==> config.mk <==
export PLATFORM = sky130hd
export DESIGN_NAME = wb_port_buffer
export DESIGN_NICKNAME = d
export VERILOG_FILES = /design/src/rtl/wb_port_buffer.sv
export SDC_FILE = /design/constraint.sdc
export NUM_CORES = 1
export LEC_CHECK = 0
export BUFFER_PORTS_ARGS = -buffer_cell sky130_fd_sc_hd__buf_4
export CAP_MARGIN = 20
export CORE_MARGIN = 3
export CORE_UTILIZATION = 45
export DETAILED_ROUTE_END_ITERATION = 8
export PLACE_DENSITY = 0.76
export SKIP_CTS_REPAIR_TIMING = 1
export SYNTH_ARGS = -nofsm -noshare
export SYNTH_HDL_FRONTEND = slang
export SYNTH_SLANG_ARGS = --single-unit
export TNS_END_PERCENT = 30
==> constraint.sdc <==
create_clock -name clk -period 1.79 [get_ports clk]
set_clock_uncertainty 0.2 [all_clocks]
set_input_delay 0.179 -clock clk [delete_from_list [all_inputs] [get_ports clk]]
set_output_delay 0.179 -clock clk [all_outputs]
set_load 0.005 [all_outputs]
==> src/rtl/wb_port_buffer.sv <==
// Two-entry Wishbone pipelined request buffer in front of a banked RAM collision arbiter.
// Define WB_PORT_BUFFER_STATS_EN to add the saturating stall_cnt_o retry counter.
module wb_port_buffer #(
  parameter int unsigned AW = 9,
  parameter int unsigned DW = 32
) (
  input  logic            clk,
  input  logic            rst_n,
  input  logic            wb_cyc_i,
  input  logic            wb_stb_i,
  input  logic            wb_we_i,
  input  logic [AW-1:0]   wb_adr_i,
  input  logic [DW-1:0]   wb_dat_i,
  input  logic [DW/8-1:0] wb_sel_i,
  output logic            wb_stall_o,
  output logic            wb_ack_o,
  output logic [DW-1:0]   wb_dat_o,
  output logic            req_valid_o,
  output logic            req_ramsel_o,
  output logic [AW-2:0]   req_adr_o,
  output logic            req_we_o,
  output logic [DW-1:0]   req_dat_o,
  output logic [DW/8-1:0] req_sel_o,
  input  logic            grant_i,
  input  logic [DW-1:0]   ram_rdata_i
`ifdef WB_PORT_BUFFER_STATS_EN
  ,
  output logic [15:0]     stall_cnt_o
`endif
);

  logic [AW-1:0]   adr_q [2];
  logic [AW-1:0]   adr_d [2];
  logic            we_q  [2];
  logic            we_d  [2];
  logic [DW-1:0]   dat_q [2];
  logic [DW-1:0]   dat_d [2];
  logic [DW/8-1:0] sel_q [2];
  logic [DW/8-1:0] sel_d [2];
  logic [1:0]      count_q, count_d;
  logic            wr_ptr_q, wr_ptr_d;
  logic            rd_ptr_q, rd_ptr_d;
  logic            ack_q, ack_d;
  logic            ack_we_q, ack_we_d;
  logic            push, pop;

  assign wb_stall_o   = (count_q == 2'd2);
  assign req_valid_o  = (count_q != 2'd0) && wb_cyc_i;
  assign req_ramsel_o = adr_q[rd_ptr_q][AW-1];
  assign req_adr_o    = adr_q[rd_ptr_q][AW-2:0];
  assign req_we_o     = we_q[rd_ptr_q];
  assign req_dat_o    = dat_q[rd_ptr_q];
  assign req_sel_o    = sel_q[rd_ptr_q];
  // Masking by wb_cyc_i keeps an ack from leaking into a cycle the master abandoned.
  assign wb_ack_o     = ack_q && wb_cyc_i;
  assign wb_dat_o     = (wb_ack_o && !ack_we_q) ? ram_rdata_i : '0;

  assign push = wb_cyc_i && wb_stb_i && !wb_stall_o;
  assign pop  = req_valid_o && grant_i;

  always_comb begin
    adr_d    = adr_q;
    we_d     = we_q;
    dat_d    = dat_q;
    sel_d    = sel_q;
    count_d  = count_q;
    wr_ptr_d = wr_ptr_q;
    rd_ptr_d = rd_ptr_q;
    ack_d    = pop;
    ack_we_d = ack_we_q;
    if (push) begin
      adr_d[wr_ptr_q] = wb_adr_i;
      we_d[wr_ptr_q]  = wb_we_i;
      dat_d[wr_ptr_q] = wb_dat_i;
      sel_d[wr_ptr_q] = wb_sel_i;
      wr_ptr_d        = ~wr_ptr_q;
    end
    if (pop) begin
      rd_ptr_d = ~rd_ptr_q;
      ack_we_d = we_q[rd_ptr_q];
    end
    case ({push, pop})
      2'b10:   count_d = count_q + 2'd1;
      2'b01:   count_d = count_q - 2'd1;
      default: count_d = count_q;
    endcase
    if (!wb_cyc_i) begin
      count_d  = 2'd0;
      wr_ptr_d = 1'b0;
      rd_ptr_d = 1'b0;
      ack_d    = 1'b0;
    end
  end

  always_ff @(posedge clk or negedge rst_n) begin
    if (!rst_n) begin
      adr_q    <= '{default: '0};
      we_q     <= '{default: '0};
      dat_q    <= '{default: '0};
      sel_q    <= '{default: '0};
      count_q  <= 2'd0;
      wr_ptr_q <= 1'b0;
      rd_ptr_q <= 1'b0;
      ack_q    <= 1'b0;
      ack_we_q <= 1'b0;
    end else begin
      adr_q    <= adr_d;
      we_q     <= we_d;
      dat_q    <= dat_d;
      sel_q    <= sel_d;
      count_q  <= count_d;
      wr_ptr_q <= wr_ptr_d;
      rd_ptr_q <= rd_ptr_d;
      ack_q    <= ack_d;
      ack_we_q <= ack_we_d;
    end
  end

`ifdef WB_PORT_BUFFER_STATS_EN
  logic [15:0] stall_cnt_q, stall_cnt_d;

  always_comb begin
    stall_cnt_d = stall_cnt_q;
    if (req_valid_o && !grant_i && (stall_cnt_q != 16'hFFFF)) begin
      stall_cnt_d = stall_cnt_q + 16'd1;
    end
  end

  always_ff @(posedge clk or negedge rst_n) begin
    if (!rst_n) begin
      stall_cnt_q <= 16'd0;
    end else begin
      stall_cnt_q <= stall_cnt_d;
    end
  end

  assign stall_cnt_o = stall_cnt_q;
`endif

endmodule

After elaboration in Yosys (flattened, before gate mapping)
Index checks and enable logic that the tools add are counted.
Word-level totals
  bits in registers: 98
  bits in latches: 0
  bits in writable memories: 0
  ROM bits: 0
  input port bits: 83
  output and inout bits: 81
  logic and storage cells: 70
  memories kept: 0
Operators by class
  add/subtract/negate cells: 2
  $mul: 0
  divide/modulo/power cells: 0
  order comparisons: 3
  equality and inequality tests: 6
  shifts and indexed selects: 0
  muxes and demuxes: 32
  bitwise operators: 4
  reductions and logical operators: 10
Operators by type and width (number)
  $mux 32: 5
  $bwmux 64: 1
  $mux 9: 4
  $demux 32 s1: 1
  $bwmux 18: 1
  $mux 4: 4
  $demux 9 s1: 1
  $mux 1: 9
  $bwmux 8: 1
  $logic_and 1x1->1: 7
  $demux 4 s1: 1
  $eq 2x2->1 const B: 2
  $ge 2x2->1 const B: 2
  $ne 2x1->1 const B: 2
  $not 1->2: 2
  $pmux 2 s2: 1
  $ne 3x1->1 const B: 1
  $add 2x1->2 const B: 1
  $bwmux 2: 1
  $eq 2x1->1 const B: 1
  $logic_not 1->1: 2
  $lt 2x1->1 const B: 1
  $mux 2: 1
  $not 1->1: 2
  other kinds (3): 3

Longest topological paths before layout
Gate-level depths: netlist of run 1.
  word-level depth: 6
  mapped depth: 5
  gate-level depth less buffers: 4

Worst setup path before layout of run 1
OpenSTA, ideal clock, no wires.
  path kind: flip-flop to flip-flop
  start: register count_q[0]
  end: register adr_q[10] in the netlist's numbering
  library setup time: 0.125 ns
  data arrival time: 1.604 ns
  data required time: 1.465 ns
  setup slack: -0.139 ns
  stages on the path, launching flop included: 6
  buffers on the path: 1
  clock period less this slack: 1.929 ns
  cells stage by stage: dfrtp_1 -> nand2b_4 -> inv_4 -> nor4_4 -> buf_6 -> mux2_4
On the way
  longest elaborated chain between the ends: 3
RTL lines
  start, declared: RTL line 40  | logic [1:0] count_q, count_d;
  start signal, assigned: RTL line 111  | count_q <= count_d;
  $eq 2x2->1: RTL line 47  | assign wb_stall_o = (count_q == 2'd2);
  named net wb_stall_o: RTL line 15  | output logic wb_stall_o,
  $logic_not 1->1: RTL line 58  | assign push = wb_cyc_i && wb_stb_i && !wb_stall_o;
  $logic_and 1x1->1: RTL line 58
  end signal, assigned: RTL line 107  | adr_q <= adr_d;
  end, declared: RTL line 32  | logic [AW-1:0] adr_q [2];
The timed path passes the listed nets, and every way through them passes these cells.
A chain may end at the register's enable or synchronous reset.

Final worst setup path of run 1
  start: register rd_ptr_q
  end: output req_dat_o[21]
On the way
  longest elaborated chain between the ends: 4
RTL lines
  start, declared: RTL line 42  | logic rd_ptr_q, rd_ptr_d;
  start signal, assigned: RTL line 113  | rd_ptr_q <= rd_ptr_d;
  $not 1->2 (implied by the code): RTL line 52  | assign req_dat_o = dat_q[rd_ptr_q];
  $mux 32 (implied by the code) (3 in a row): RTL line 52
  end, declared: RTL line 22  | output logic [DW-1:0] req_dat_o,
No other way between the ends. The select of a mux whose other input is x is not followed.

==> reports/results.ini, run 1 <==
[die]
die_area_um2 = 11480
floorplan.io_pins = 164
fp-row-count = 36
core_area_um2 = 9864
floorplan.die.height_um = 107.1
floorplan.initialDensity_pct = 46.66
die_x_um = 107.1

[clock_tree]
tritoncts = done
ctsRootBufferMaster = sky130_fd_sc_hd__clkbuf_8
clk_latency_worst_skew_pair_ns = 0.34
ctsLongestPathBuffers = 2
cts_made_buffers = 9
clock_sink_count = 98
cts.reportedPaths.clkPinSlew_ns = 0.09
cts-htree-levels = 3

[sta]
worst_slew_pin_slew_ns = 0.5291
timing.final.setup_violations = 43
report.final.hold_viol_count = 0
rsz_0062_raised_after_global_routing = yes
fmax_mhz = 536.6
layout_worst_path_cycle_share_pct = 104.1
maxSlewViolCount = 0
postLayoutSetupSlackWorst_ns = -0.07358
period_needed_ns = 1.864
worst_slew_margin_rel_pct = 64.73

[yosys]
ys_top_cells_by_area = sky130_fd_sc_hd__dfrtp_1 53%, sky130_fd_sc_hd__mux2_2 27%, sky130_fd_sc_hd__mux2_4 9.8%
postSynth.topFlopCell = sky130_fd_sc_hd__dfrtp_1
seq_area_frac_synth_pct = 53.28
yosys_warnings = 0
async_reset_ff_share_pct = 100.0
synth-seq-cells = 98
post_synthesis_instance_area_um2 = 4603
share_of_the_synthesized_area_in_the_top_cell_type_pct = 53.28
yosysUniqueCellTypes = 24
cell_count_after_synthesis = 311
post_synth_edffs = 0
syn_area_per_cell_um2 = 14.80
synth_area_leader_cell = sky130_fd_sc_hd__dfrtp_1
synth.net_count = 394

[setup_path]
cp-start-kind = flop
category_of_the_critical_setup_timing_path = reg -> out
cp-end-kind = output pin
worst-endpoint-arrival_ns = 1.48
path_max_fanout = 26
crit_required_ns = 1.41

[global_route]
antenna_found_initial = 0
grt_max_degree = 99
grt_pass1_vias = 3258
globalRouteTotalUtil_pct = 17.93
first_pass_grt_wire_length_um = 16220
globalRouteOverflowTotal = 0

[outcome]
status = finished with violations
failed_checks = setup timing

[route]
detail_route.drc_violations = 0
initialDrtViolationCount = 94
dr.pass1.iters = 4
routed-via-count = 3332
route.detailed.vias_per_inst = 4.936
final_antenna_net_count = 0
routed_wirelength_um = 11440
wl_per_cell_um = 16.95

[placement]
port-buffer-count = 163
dp.final_hpwl_um = 7390
globalplace.congestion = 0.7295
place_ws_ns = -0.4697

[min_path]
worstHoldPathType = in -> reg

[power_and_ir_drop]
power.ir.vdd_worst_mv = 0.6124
total_leakage_power_nw = 3.378
pwr_density_cell_nw_per_um2 = 960.4

[layout]
area.growth.synth_to_final_pct = 54.50
fraction_of_final_layout_cells_with_drive_strength_greater_than_1_pct = 66.42
antennaDiodeCount = 0
layout.nets = 620
final_cell_utilization_of_the_core_pct = 72.10

[run]
timing.max_cap.violations = 0

## sequential cells by signal, summed over array words and instances, names as in the netlist
name / flops
ack_q: 1
sel_q: 8
we_q: 2
dat_q: 64
wr_ptr_q: 1
rd_ptr_q: 1
count_q: 2
adr_q: 18
ack_we_q: 1
## metal layers
layer | GRT usage, % | vias to the layer above | routed length [um]
li1 | - | 1539 | -
met1 | 20.85 | 1665 | 4526
met2 | 32.53 | 116 | 6046
met3 | 4.455 | 12 | 729
met4 | 5.205 | 0 | 140
met5 | 0 | - | 0
## per-stage QoR
stage / instances / setup TNS, ns / area, um2 / power, mW / hold slack [ns]
after floorplan: 311 / -5.511 / 4603 / 3.939 / -0.3166
after global placement: 607 / -10.04 / 6095 / 4.710 / 0.07292
after detailed placement: 607 / -15.66 / 6095 / 4.791 / 0.07616
after CTS: 623 / -29.89 / 6361 / 6.650 / -0.3101
after global routing: 675 / -6.153 / 7112 / 7.172 / 0.02577
final: 675 / -1.959 / 7112 / 6.830 / 0.02816
## path summary, 6_finish.rpt
path	start	endpoint	slack (ns)	depth (start not counted)
worst max-delay path	rd_ptr_q$_DFFE_PN0P_	req_dat_o[21]	-0.07	3
worst min-delay path	wb_stb_i	count_q[0]$_DFFE_PN0P_	0.03	4
worst max register to register	count_q[1]$_DFFE_PN0P_	sel_q[7]$_DFFE_PN0P_	-0.01	6
worst min register to register	adr_q[0]$_DFFE_PN0P_	adr_q[0]$_DFFE_PN0P_	0.31	1
max in group asynchronous	rst_n	adr_q[0]$_DFFE_PN0P_	0.77	3
min in group asynchronous	rst_n	dat_q[41]$_DFFE_PN0P_	0.19	3
## layout by cell type (no fill, tap or decap), types with 3 or more instances in the layout
master / instances
sky130_fd_sc_hd__buf_4: 149
sky130_fd_sc_hd__dfrtp_1: 97
sky130_fd_sc_hd__mux2_2: 89
sky130_fd_sc_hd__mux2_4: 50
sky130_fd_sc_hd__dlygate4sd3_1: 49
sky130_fd_sc_hd__buf_6: 24
sky130_fd_sc_hd__and2_1: 17
sky130_fd_sc_hd__and2_4: 16
sky130_fd_sc_hd__clkbuf_8: 10
sky130_fd_sc_hd__buf_12: 7
sky130_fd_sc_hd__bufinv_16: 4
sky130_fd_sc_hd__nor2b_4: 3
sky130_fd_sc_hd__inv_1: 3
sky130_fd_sc_hd__nor2_1: 3
sky130_fd_sc_hd__o21ai_0: 3
sky130_fd_sc_hd__a21oi_1: 3
## cells by family after synthesis
family / synth area share [%]
xor gates and xnor gates: 0.1903
DFF: 53.28
AOI/OAI and AO/OA: 1.332
buffers and inverters: 2.446
and+or+nand+nor: 6.306
muxes: 36.45
## report_power, final
group | internal (mW) | switching [mW] | total (mW)
Combinational | 1.35 | 0.606 | 1.95
Sequential | 2.74 | 0.281 | 3.02
Clock | 1.11 | 0.750 | 1.86
Total | 5.19 | 1.64 | 6.83
## cell usage after synthesis, types with 3 or more instances
library cell and count:
sky130_fd_sc_hd__buf_2 4, sky130_fd_sc_hd__and2_1 33, sky130_fd_sc_hd__o21ai_0 3, sky130_fd_sc_hd__mux2_2 109, sky130_fd_sc_hd__clkbuf_1 8, sky130_fd_sc_hd__inv_1 3, sky130_fd_sc_hd__dfrtp_1 98, sky130_fd_sc_hd__buf_6 4
sky130_fd_sc_hd__a21oi_1 3, sky130_fd_sc_hd__nor2_1 3, sky130_fd_sc_hd__mux2_4 30
## final cells by class
class / count / area (um2)
fillers: 658 / 2753
clock buffers: 11 / 141.4
repair buffers: 229 / 2019
multi-input cells: 195 / 2188
clock inverters: 5 / 125.1
inverters: 4 / 17.52
well taps: 133 / 166.4
flip-flops and latches: 98 / 2454
## critical path, cell delays in order (launching register included)
cell and delay [ns]:
sky130_fd_sc_hd__dfrtp_2 0.42, sky130_fd_sc_hd__buf_12 0.20, sky130_fd_sc_hd__mux2_2 0.37, sky130_fd_sc_hd__buf_4 0.14
No activity file was read; power rests on OpenSTA's default activity.
==> run 2, diff against run 1 <==
ABC_AREA = 1   (was unset)
CORE_UTILIZATION = 46   (was 45)
PLACE_DENSITY = 0.77   (was 0.76)
==> run 2 against run 1 <==
  * First-iteration DRC count grew to 3.0 times the previous value
  * Highest routed layer unchanged
  * Critical path type unchanged
  * Sequential share of layout area is 0.74 points higher
  * Worst hold slack worse by 0.011 ns
  * The run still ends with setup timing left
  * Critical endpoint is now req_dat_o[31]
==> reports/results.ini, run 2 <==
[outcome]
status = finished with violations
failed_checks = setup timing

[power_and_ir_drop]
power_mw = 6.402
power.ir.vdd_worst_mv = 0.5537
total_leakage_power_nw = 3.646
pwr_density_cell_nw_per_um2 = 919.5

[placement]
port-buffer-count = 163
dp.final_hpwl_um = 9109
place_ws_ns = 0.05537
place.detailed.instances = 890
globalplace.congestion = 0.7969

[sta]
rsz_0062_raised_after_global_routing = yes
postLayoutSetupSlackWorst_ns = -0.007824
worst_slew_pin_slew_ns = 0.6633
setup-tns-final_ns = -0.01478
period_needed_ns = 1.798
timing.final.setup_violations = 2
maxSlewViolCount = 0
layout_worst_path_cycle_share_pct = 100.4
worst_slew_margin_rel_pct = 55.68
fmax_mhz = 556.2
report.final.hold_viol_count = 0

[yosys]
ys_top_cells_by_area = sky130_fd_sc_hd__dfrtp_1 50%, sky130_fd_sc_hd__nand2_1 15%, sky130_fd_sc_hd__o21ai_0 9.8%
syn_area_per_cell_um2 = 8.012
synth_compound_area_share_pct = 17.88
synth_area_leader_cell = sky130_fd_sc_hd__dfrtp_1
synth_mux_area_share_pct = 0
share_of_the_synthesized_area_in_the_top_cell_type_pct = 49.77
synth_area_in_simple_gates_pct = 19.73
post_synth_fa_ha_maj_area_fraction_pct = 0
synth_xor_xnor_area_share_pct = 0
cell_count_after_synthesis = 615
seq_area_frac_synth_pct = 49.77
yosysUniqueCellTypes = 22
synth_commonest_cells = 196 x sky130_fd_sc_hd__nand2_1, 98 x sky130_fd_sc_hd__dfrtp_1, 96 x sky130_fd_sc_hd__o21ai_0
yosys_warnings = 0
synth.most_common_cell = sky130_fd_sc_hd__nand2_1
post_synthesis_instance_area_um2 = 4927
async_reset_ff_share_pct = 100.0
synth-seq-cells = 98
synth.net_count = 698
postSynth.topFlopCell = sky130_fd_sc_hd__dfrtp_1
post_synth_edffs = 0
dominant_combinational_cell_family_by_area_after_synthesis = simple AND/OR/NAND/NOR gates

[setup_path]
worst_r2r_endpoint = dat_q[21]$_DFFE_PN0P_
most_used_cell_cp = sky130_fd_sc_hd__buf_4
worst_setup_path_endpoint = req_dat_o[31]
path_max_fanout = 6
worst_setup_path_startpoint = rd_ptr_q$_DFFE_PN0P_
crit_required_ns = 1.41
worst-endpoint-arrival_ns = 1.42
setup.reg_to_reg.worst_slack_ns = 0.06
category_of_the_critical_setup_timing_path = reg -> out
critical_path.cell_chain = buf_2 > buf_4 > nand2_1 > o21ai_0 > buf_4
cp-start-kind = flop
cp-end-kind = output pin
cpMaxStageDelayCell = sky130_fd_sc_hd__dfrtp_2
worstRegToRegCells = 6
max_stage_delay_ns = 0.48
critical_path.reg2reg.startpoint = count_q[0]$_DFFE_PN0P_

[layout]
fraction_of_final_layout_cells_with_drive_strength_greater_than_1_pct = 30.98
antennaDiodeCount = 0
final_cell_utilization_of_the_core_pct = 67.13
layout_commonest_cell = sky130_fd_sc_hd__nand2_1
largest_register_ffs = 64
layout.nets = 901
finish.cell_count_without_fillers = 959
regMostFlops = dat_q
area.growth.synth_to_final_pct = 41.29
largestRegisters = dat_q x64, adr_q x18, sel_q x8
layout.cells.most_common_list = 196 x sky130_fd_sc_hd__nand2_1, 169 x sky130_fd_sc_hd__buf_4, 97 x sky130_fd_sc_hd__dfrtp_1, 90 x sky130_fd_sc_hd__inv_1, 77 x sky130_fd_sc_hd__o21ai_0

[global_route]
grt_pass1_vias = 4352
antenna_found_initial = 0
globalRouteTotalUtil_pct = 20.75
first_pass_grt_wire_length_um = 19670
grt_max_degree = 47
globalRouteOverflowTotal = 0

[clock_tree]
cts.reportedPaths.clkPinSlew_ns = 0.10
tritoncts = done
cts_made_buffers = 9
clk_latency_worst_skew_pair_ns = 0.35
cts-htree-levels = 3
clock_sink_count = 98
ctsLongestPathBuffers = 2
ctsRootBufferMaster = sky130_fd_sc_hd__clkbuf_8

[die]
die_area_um2 = 11990
floorplan.die.height_um = 109.5
fp-row-count = 37
floorplan.initialDensity_pct = 47.51
die_x_um = 109.5
core_area_um2 = 10370
floorplan.io_pins = 164

[route]
wl_per_cell_um = 14.04
routed-via-count = 4675
detail_route.drc_violations = 0
routed_wirelength_um = 13460
final_antenna_net_count = 0
route.detailed.vias_per_inst = 4.875
dr.pass1.iters = 4
initialDrtViolationCount = 281

[run]
timing.max_cap.violations = 0

[min_path]
worstHoldPathType = in -> reg

-- run 2: cell types whose count changed in the layout (fill, tap and decap cells not counted), moves of 5 or more --
cell                      delta
sky130_fd_sc_hd__nand2_1   +195
sky130_fd_sc_hd__mux2_2     -89
sky130_fd_sc_hd__inv_1      +87
sky130_fd_sc_hd__o21ai_0    +74
sky130_fd_sc_hd__mux2_4     -50
sky130_fd_sc_hd__o21ai_2    +45
sky130_fd_sc_hd__nor2_1     +29
sky130_fd_sc_hd__buf_6      -22
sky130_fd_sc_hd__buf_4      +20
sky130_fd_sc_hd__o21ai_1    +20
sky130_fd_sc_hd__and2_1     -17
sky130_fd_sc_hd__and2_4     -16
sky130_fd_sc_hd__nand3_1     +5
-- run 2: worst min-delay path by stage --
stage,from,to,slack [ns],cells after the start
floorplan,rst_n,ack_q$_DFF_PN0_,-0.32,0
global placement,rst_n,adr_q[13]$_DFFE_PN0P_,-0.005,1
detailed placement,rst_n,adr_q[10]$_DFFE_PN0P_,0.003,1
CTS,rst_n,adr_q[10]$_DFFE_PN0P_,-0.41,1
global route,wb_cyc_i,count_q[0]$_DFFE_PN0P_,0.02,5
finish,wb_cyc_i,count_q[0]$_DFFE_PN0P_,0.02,5
-- run 2: kinds of logic (layout without fill, tap and decap cells) --
group / count (synthesis) / after routing
buffers and inverters: 130 / 337
AOI/OAI and AO/OA: 143 / 143
DFF: 98 / 98
and+or+nand+nor: 244 / 245
-- run 2: layer usage --
layer	vias up	global-route usage, %	part of all wire (%)
met5	-	0	0
met1	2221	23.98	40
li1	2286	-	-
met4	0	5.966	1.3
met2	149	38.32	53
met3	19	4.580	5.9
-- run 2: layout make-up --
cell class	count	area, um2
clock buffers	9	123.9
clock inverters	7	61.31
fillers	810	3408
inverters	93	349.1
multi-input cells	388	1887
flip-flops and latches	98	2454
well taps	136	170.2
repair buffers	228	1917
-- run 2: through the flow --
stage | cell area, um2 | hold WS, ns
6_report | 6962 | 0.01752
5_1_grt | 6962 | 0.01646
4_1_cts | 6407 | -0.4095
3_5_place_dp | 6222 | 0.002908
3_3_place_gp | 6222 | -0.004762
2_1_floorplan | 4927 | -0.3166
-- run 2: where the power goes --
group | switching [mW] | internal, mW | total (mW)
clock network | 0.830 | 0.533 | 1.36
registers | 0.239 | 2.78 | 3.02
logic | 1.03 | 0.983 | 2.02
-- run 2: critical path: cells and delay by family (launching register included) --
kind                   cells  cell delay [ns]
AOI/OAI and AO/OA          1             0.07
buffers and inverters      3             0.46
DFF                        1             0.48
and+or+nand+nor            1             0.05
==> run 3, diff against run 2 <==
clock period = 1.47 ns   (was 1.79 ns; I/O delays follow)
==> run 3 against run 2 <==
  * Cell area increased by 4.2%
  * Critical endpoint is now req_sel_o[2]
  * Critical path type unchanged
  * Global-route usage increased by 0.097 points
  * Clock power increased by 25%
  * Non-clock buffer count increased by 10
  * Sequential share of layout area decreased by 1.4 points
  * Sequential power increased by 22%
  * The flow still finishes with violations (setup timing)
  * Total power increased by 26%
==> reports/results.ini, run 3 (synthesis gave the netlist of run 2 again) <==
[outcome]
status = finished with violations
failed_checks = setup timing

[sta]
postLayoutSetupSlackWorst_ns = -0.2943
layout_worst_path_cycle_share_pct = 120.0
timing.final.setup_violations = 169
maxSlewViolCount = 0
period_needed_ns = 1.764
report.final.hold_viol_count = 0
rsz_0062_raised_after_global_routing = yes
worst_slew_pin_slew_ns = 0.3478
worst_slew_margin_rel_pct = 76.81
setup-tns-final_ns = -19.60
fmax_mhz = 566.8

[global_route]
grt_pass1_vias = 4214
antenna_found_initial = 0
grt_max_degree = 47
globalRouteTotalUtil_pct = 20.84
first_pass_grt_wire_length_um = 19610
globalRouteOverflowTotal = 0

[route]
route.detailed.vias_per_inst = 4.913
routed-via-count = 4756
wl_per_cell_um = 14.67
dr.pass1.iters = 5
detail_route.drc_violations = 0
initialDrtViolationCount = 290
final_antenna_net_count = 0
routed_wirelength_um = 14200

[layout]
largestRegisters = dat_q x64, adr_q x18, sel_q x8
fraction_of_final_layout_cells_with_drive_strength_greater_than_1_pct = 35.82
layout_commonest_cell = sky130_fd_sc_hd__nand2_1
finish.cell_count_without_fillers = 968
final_cell_utilization_of_the_core_pct = 69.94
largest_register_ffs = 64
antennaDiodeCount = 0
layout.nets = 910
area.growth.synth_to_final_pct = 47.21
postLayoutCellArea_um2 = 7253
regMostFlops = dat_q
layout.cells.most_common_list = 190 x sky130_fd_sc_hd__nand2_1, 169 x sky130_fd_sc_hd__buf_4, 96 x sky130_fd_sc_hd__dfrtp_1, 87 x sky130_fd_sc_hd__inv_1, 71 x sky130_fd_sc_hd__o21ai_0

[die]
fp-row-count = 37
die_area_um2 = 11990
floorplan.die.height_um = 109.5
floorplan.initialDensity_pct = 47.51
core_area_um2 = 10370
die_x_um = 109.5
floorplan.io_pins = 164

[setup_path]
critical_path.reg2reg.startpoint = count_q[0]$_DFFE_PN0P_
setup.reg_to_reg.worst_slack_ns = -0.08
worst_r2r_endpoint = dat_q[6]$_DFFE_PN0P_
category_of_the_critical_setup_timing_path = reg -> out
cp_num_buf_inv = 2
critical_path.cell_chain = buf_8 > o21ai_0 > buf_4
path_max_fanout = 33
crit_required_ns = 1.12
cp-end-kind = output pin
cp-start-kind = flop
cpMaxStageDelayCell = sky130_fd_sc_hd__dfrtp_2
crit_family = flip-flops
worst-endpoint-arrival_ns = 1.42
worstRegToRegCells = 8
max_stage_delay_ns = 0.46

[power_and_ir_drop]
power_mw = 8.035
power.ir.vdd_worst_mv = 0.7019
total_leakage_power_nw = 3.742
pwr_density_cell_nw_per_um2 = 1108

[clock_tree]
ctsLongestPathBuffers = 2
cts-htree-levels = 3
clock_sink_count = 98
cts.reportedPaths.clkPinSlew_ns = 0.09
cts_made_buffers = 9
ctsRootBufferMaster = sky130_fd_sc_hd__clkbuf_8
tritoncts = done
clk_latency_worst_skew_pair_ns = 0.36

[min_path]
worstHoldStart = wb_cyc_i
count_of_cells_along_the_worst_hold_path = 5
hold-path-endpoint = count_q[1]$_DFFE_PN0P_
worstHoldPathType = in -> reg

[placement]
globalplace.congestion = 0.8066
placedInstanceArea_um2 = 6320
place.detailed.instances = 898
port-buffer-count = 163
dp.final_hpwl_um = 9510

[run]
timing.max_cap.violations = 0

[run 3: cell count changes in the layout (fill, tap and decap cells not counted), sizes merged]
cell / previous run / this run
buf: 178 / 187
clkbuf: 9 / 13
inv: 96 / 93
nor2: 37 / 36
bufinv: 0 / 1
dlygate4sd3: 50 / 49
[run 3: through the flow]
| step | setup slack, ns | hold WS (ns) |
|---|---|---|
| 4_1_cts | -0.4578 | -0.5252 |
| 6_report | -0.2943 | 0.005542 |
| 5_1_grt | -0.3921 | 0.005882 |
| 2_1_floorplan | 0.05118 | -0.3486 |
| 3_3_place_gp | -0.02869 | -0.1336 |
| 3_5_place_dp | -0.07950 | -0.1219 |
[run 3: worst min-delay path: cells and delay by family]
| family | cells | cell delay [ns] |
|---|---|---|
| buf+inv | 2 | 0.19 |
| simple gates | 3 | 0.18 |
[run 3: how the worst max path moves through the flow]
stage | from | endpoint | slack (ns) | cells past startpoint
after global routing | rd_ptr_q$_DFFE_PN0P_ | req_dat_o[15] | -0.39 | 4
final | rd_ptr_q$_DFFE_PN0P_ | req_sel_o[2] | -0.29 | 3
after detailed placement | count_q[0]$_DFFE_PN0P_ | dat_q[29]$_DFFE_PN0P_ | -0.08 | 8
after global placement | rd_ptr_q$_DFFE_PN0P_ | req_dat_o[29] | -0.03 | 3
after CTS | rd_ptr_q$_DFFE_PN0P_ | req_dat_o[29] | -0.46 | 3
after floorplan | count_q[0]$_DFFE_PN0P_ | dat_q[34]$_DFFE_PN0P_ | 0.05 | 8
[run 3: layout make-up]
| cell class | instances | area (um2) |
|---|---|---|
| Timing Repair Buffer | 238 | 2098 |
| Fill cell | 774 | 3117 |
| Multi-Input combinational cell | 387 | 1993 |
| Sequential cell | 98 | 2455 |
| Clock buffer | 11 | 131.4 |
| Inverter | 93 | 349.1 |
| Tap cell | 136 | 170.2 |
| Clock inverter | 5 | 56.30 |
[run 3: metal layers]
| metal | global-route usage [%] | up-vias | wire [um] |
|---|---|---|---|
| met2 | 37.97 | 174 | 7642 |
| li1 | - | 2305 | - |
| met3 | 4.991 | 16 | 848 |
| met4 | 5.966 | 0 | 172 |
| met1 | 24.30 | 2261 | 5535 |
| met5 | 0 | - | 0 |
[run 3: where the power goes]
| part | switching [mW] | internal, mW |
|---|---|---|
| clock network | 0.913 | 0.786 |
| logic | 1.35 | 1.29 |
| registers | 0.300 | 3.39 |
| total | 2.57 | 5.47 |
